==> src/rtl/seg7_scan_driver.sv <==
// Registered anode/cathode driver for a 4-digit seven-segment display:
// hex decode, anti-ghosting blank time after each select change, PWM dimming.
module seg7_scan_driver #(
  parameter int BLANK_CYCLES = 4,
  parameter int PWM_BITS     = 4
) (
  input  logic                clk,
  input  logic                rst,
  input  logic [3:0]          dnum,
  input  logic                a4,
  input  logic                a5,
  input  logic                a6,
  input  logic                a7,
  input  logic [PWM_BITS-1:0] bright,
  output logic [3:0]          an_n,
  output logic [6:0]          seg_n
);

  localparam int CNT_W = (BLANK_CYCLES > 0) ? $clog2(BLANK_CYCLES + 1) : 1;
  localparam logic [CNT_W-1:0] CNT_LOAD = CNT_W'(BLANK_CYCLES);

  typedef enum logic [1:0] {IDLE, BLANK, SHOW} state_e;

  state_e              state_q, state_d;
  logic [3:0]          sel_q, sel_prev_q, num_q;
  logic [CNT_W-1:0]    blank_cnt_q, blank_cnt_d;
  logic [PWM_BITS-1:0] pwm_cnt_q;
  logic                sel_ok, chg, pwm_on;
  logic [3:0]          an_d;
  logic [6:0]          seg_d;

  function automatic logic [6:0] decode(input logic [3:0] n);
    logic [6:0] s;
    s = 7'h7F;
    case (n)
      4'h0: s = 7'b1000000;
      4'h1: s = 7'b1111001;
      4'h2: s = 7'b0100100;
      4'h3: s = 7'b0110000;
      4'h4: s = 7'b0011001;
      4'h5: s = 7'b0010010;
      4'h6: s = 7'b0000010;
      4'h7: s = 7'b1111000;
      4'h8: s = 7'b0000000;
      4'h9: s = 7'b0010000;
      4'hA: s = 7'b0001000;
      4'hB: s = 7'b0000011;
      4'hC: s = 7'b1000110;
      4'hD: s = 7'b0100001;
      4'hE: s = 7'b0000110;
      4'hF: s = 7'b0001110;
      default: s = 7'h7F;
    endcase
    return s;
  endfunction

  // Exactly one bit set: non-zero and clearing the lowest set bit leaves nothing.
  assign sel_ok = (sel_q != 4'b0000) && ((sel_q & (sel_q - 4'd1)) == 4'b0000);
  assign chg    = (sel_q != sel_prev_q);
  assign pwm_on = (bright == {PWM_BITS{1'b1}}) || (pwm_cnt_q < bright);

  always_ff @(posedge clk) begin
    if (rst) begin
      sel_q      <= 4'b0000;
      sel_prev_q <= 4'b0000;
      num_q      <= 4'h0;
      pwm_cnt_q  <= '0;
    end else begin
      sel_q      <= {a7, a6, a5, a4};
      sel_prev_q <= sel_q;
      num_q      <= dnum;
      pwm_cnt_q  <= pwm_cnt_q + PWM_BITS'(1);
    end
  end

  always_ff @(posedge clk) begin
    if (rst) begin
      state_q     <= IDLE;
      blank_cnt_q <= '0;
      an_n        <= 4'hF;
      seg_n       <= 7'h7F;
    end else begin
      state_q     <= state_d;
      blank_cnt_q <= blank_cnt_d;
      an_n        <= an_d;
      seg_n       <= seg_d;
    end
  end

  // Invalid select beats a select change, which beats counter expiry.
  always_comb begin
    state_d     = state_q;
    blank_cnt_d = blank_cnt_q;
    case (state_q)
      IDLE: begin
        if (sel_ok) begin
          if (BLANK_CYCLES == 0) begin
            state_d = SHOW;
          end else begin
            state_d     = BLANK;
            blank_cnt_d = CNT_LOAD;
          end
        end
      end
      BLANK: begin
        if (!sel_ok) begin
          state_d = IDLE;
        end else if (chg) begin
          blank_cnt_d = CNT_LOAD;
        end else begin
          blank_cnt_d = blank_cnt_q - CNT_W'(1);
          if (blank_cnt_q == CNT_W'(1)) state_d = SHOW;
        end
      end
      SHOW: begin
        if (!sel_ok) begin
          state_d = IDLE;
        end else if (chg && (BLANK_CYCLES > 0)) begin
          state_d     = BLANK;
          blank_cnt_d = CNT_LOAD;
        end
      end
      default: state_d = IDLE;
    endcase
  end

  // Outputs come from the next state so the input-to-pin latency is two clocks.
  always_comb begin
    an_d  = 4'hF;
    seg_d = 7'h7F;
    if ((state_d == SHOW) && pwm_on) begin
      an_d  = ~sel_q;
      seg_d = decode(num_q);
    end
  end

endmodule
==> config.mk <==
export PLATFORM = sky130hd
export DESIGN_NAME = seg7_scan_driver
export DESIGN_NICKNAME = d
export VERILOG_FILES = /design/src/rtl/seg7_scan_driver.sv
export SDC_FILE = /design/constraint.sdc
export NUM_CORES = 1
export LEC_CHECK = 0
export ABC_AREA = 1
export CORE_ASPECT_RATIO = 1.75
export CORE_UTILIZATION = 23
export DETAILED_ROUTE_END_ITERATION = 7
export PLACE_DENSITY_LB_ADDON = 0.12
export SETUP_SLACK_MARGIN = 0.02
export SLEW_MARGIN = 0
export SYNTH_ARGS = -nofsm -noshare
export SYNTH_HDL_FRONTEND = slang
export SYNTH_SLANG_ARGS = --single-unit
==> constraint.sdc <==
create_clock -name clk -period 2.9 [get_ports clk]
set_input_delay 0.435 -clock clk [delete_from_list [all_inputs] [get_ports clk]]
set_output_delay 0.435 -clock clk [all_outputs]
set_load 0.05 [all_outputs]
==> reports/qor.yml <==
hold_path:
  hp-class: "reg -> reg"
  hp-start: "sel_q[2]"
clocking:
  cts_sinks: 32
  clock_path_buffers: 2
  cts_repair_resize_count: 0
  cts_setup_buffers: 0
  clk_latency_ns: 0.27
  cts_hold_buf: 0
  cts_tree: "yes"
  ctsHtreeMaxLevel: 2
  cts_buffers: 5
  clkSlewWorstSetupHoldPaths_ns: 0.05
  root_buffer: "clkbuf_16"
global_routing:
  use_met3_pct: 2.469
  grtUsageMet2_pct: 20.78
  grt_pass1_wl_mm: 5.699
  grt_use_met1_pct: 9.815
  grt_pass1_vias: 1235
  antenna_found_initial: 0
  grt-busiest-layer: "met2"
  grt.total_usage_pct: 10.73
  overflow: 0
  grt_max_degree: 19
sta:
  hold_slack_ns: 0.4608
  post-route-period-util_pct: 63.10
  drv_slew: 0
  setup_viol: 0
  tns_ns: 0
  finalCriticalPeriod_ns: 1.830
  fmax_ghz: 0.5464
  worst_pin_slew_ns: 0.5155
  finalHoldViolations: 0
  rsz0062_at_grt: "no"
  relSlewSlack_pct: 65.63
  clock_skew_ns: 0.003661
die:
  dieArea_sq_um: 7097
  rows: 39
  dieWidth_microns: 64.11
  coreArea_sq_um: 6539
  die_h_microns: 110.7
  ios: 25
  initial_core_util_pct: 23.75
worst_setup_path:
  crit_chain: "clkdlybuf4s50_1"
  crit_type: "reg -> out"
  critical_path_buf_inv_count: 1
  crit_path_max_incr_delay_ns: 0.80
  critPathArrivalTime_ns: 1.40
  critPathLaunchType: "register"
  cp_max_fo: 1
  cpLargestDelayFamily: "buffers and inverters"
  worst_setup_path_end_kind: "output pin"
  worstReg2RegStart: "sel_q[1]"
  cp_slowest_cell: "clkdlybuf4s50_1"
  crit_path_start: "seg_n[0]"
  cp_data_required_time_ns: 2.47
layout:
  fin_nets: 256
  regArea_sq_um: 640.6
  syn_to_final_growth_pct: 29.57
  diodes: 0
  final_cell_area_sq_um: 2012
  finalNonFillerCells: 313
  drive_gt1_share_pct: 9.091
  fill_cells: 729
  multi_input_area_sq_um: 732.0
pwr:
  powerDensity_nw_per_um2: 558.2
  p_leak_nw: 0.9073
  peakVddDrop_v: 0.0002763
placed_design:
  post-dp-hpwl_mm: 2.608
  detailed_place.area_sq_um: 1866
  placed_cells: 305
  portBuffers: 24
  gp_congestion: 0.7234
route:
  wire_per_inst_microns: 10.53
  first_pass_iters: 4
  drt_iter0_drc: 35
  drc: 0
  drt-total-wl_mm: 3.297
  vias: 1266
  postRouteAntennaNets: 0
  viasPerCell: 4.045
logic_synthesis:
  synth_area_per_cell_sq_um: 7.611
  ys_types: 27
  synthCells: 204
  synth_warnings: 0
  ys_ff_latch: 32
  seq_area_frac_synth_pct: 41.26
  synthesis.nets: 230
  syn_area_sq_um: 1553
run_status:
  outcome: "finished clean"
run:
  drv_cap: 0
==> per-stage QoR <==
step                power (W)  worst slack [ns]  utilization, %
floorplan           0.0005797             1.351               -
global placement    0.0006221            0.7741           28.53
detailed placement  0.0006223            0.7678           28.53
CTS                  0.001144             1.041           30.77
global route         0.001182            0.8824           30.77
finish               0.001123             1.070           30.77
==> placed cells by master (no fill, tap or decap), types with 2 or more instances in the layout <==
cell / instances
clkbuf_16: 5
nand3_2: 2
nand2_2: 3
a21oi_1: 8
dfxtp_1: 32
inv_1: 36
nand4_2: 2
clkbuf_1: 2
nor2_4: 2
and2_2: 2
nand4_1: 11
clkdlybuf4s50_1: 24
xnor2_1: 2
nand2_1: 42
nand3_1: 2
ha_1: 12
nor2_1: 26
o21ai_0: 7
==> cell type report <==
| type | instances | share of cell area [%] |
|---|---|---|
| inverter | 38 | 7.090 |
| sequential | 32 | 31.84 |
| multi-input combinational | 128 | 36.38 |
| timing repair buffer | 25 | 12.31 |
| tap | 82 | 5.099 |
| clock buffer | 8 | 7.276 |
==> routing by layer <==
metal / share of wire [%] / up-vias / wire length [microns]
met1: 37 / 559 / 1221
met4: 2.3 / 0 / 76
met2: 58 / 18 / 1917
met5: 0 / - / 0
li1: - / 682 / -
met3: 2.5 / 7 / 82
==> report_power, final <==
part / switching, W / internal, W / leakage [nW]
Sequential: 0.0000173 / 0.000459 / 0.263
Combinational: 0.0000778 / 0.0000568 / 0.573
Clock: 0.000171 / 0.000341 / 0.0712
Total: 0.000266 / 0.000857 / 0.907
==> cell usage after synthesis <==
master,number,area share [%]
and2_2,2,0.97
xor2_1,1,0.56
nor2_4,2,1.5
dfxtp_1,32,41
inv_1,36,8.7
nand4_2,2,1.6
a21oi_1,8,2.6
nor2_1,26,6.3
a21oi_2,1,0.56
o211ai_1,1,0.48
o21ai_2,1,0.56
inv_2,1,0.24
nand2_2,3,1.2
buf_1,1,0.24
nand2_1,42,10
o21bai_1,1,0.48
clkbuf_1,3,0.73
ha_1,12,9.7
xnor2_1,2,1.1
nand4_1,11,4.4
clkinv_1,1,0.24
nand3_2,2,1.3
o21ai_0,7,2.3
nand3_1,2,0.64
nor3_1,1,0.32
buf_6,2,1.5
nor3b_1,1,0.48
==> path summary, 6_finish.rpt <==
kind | end | slack [ns] | depth (start not counted)
worst max-delay path | seg_n[0] | 1.07 | 1
worst min-delay path | an_n[2] | 0.46 | 1
worst max register to register | seg_n[2] | 1.25 | 7
worst min register to register | an_n[2] | 0.46 | 1
==> registers in the layout (all words and copies together) (netlist names) <==
name         count
an_n             4
blank_cnt_q      3
num_q            4
pwm_cnt_q        4
seg_n            7
sel_prev_q       4
sel_q            4
state_q          2
==> kinds of logic after synthesis <==
logic type                 synth area share (%)
and+or+nand+nor                           28.85
xor gates and xnor gates                  1.692
AOI/OAI and AO/OA                         6.930
buffers and inverters                     11.60
DFF                                       41.26
adders and majority gates                 9.669
Note: power is estimated with default switching activity, not from simulation.
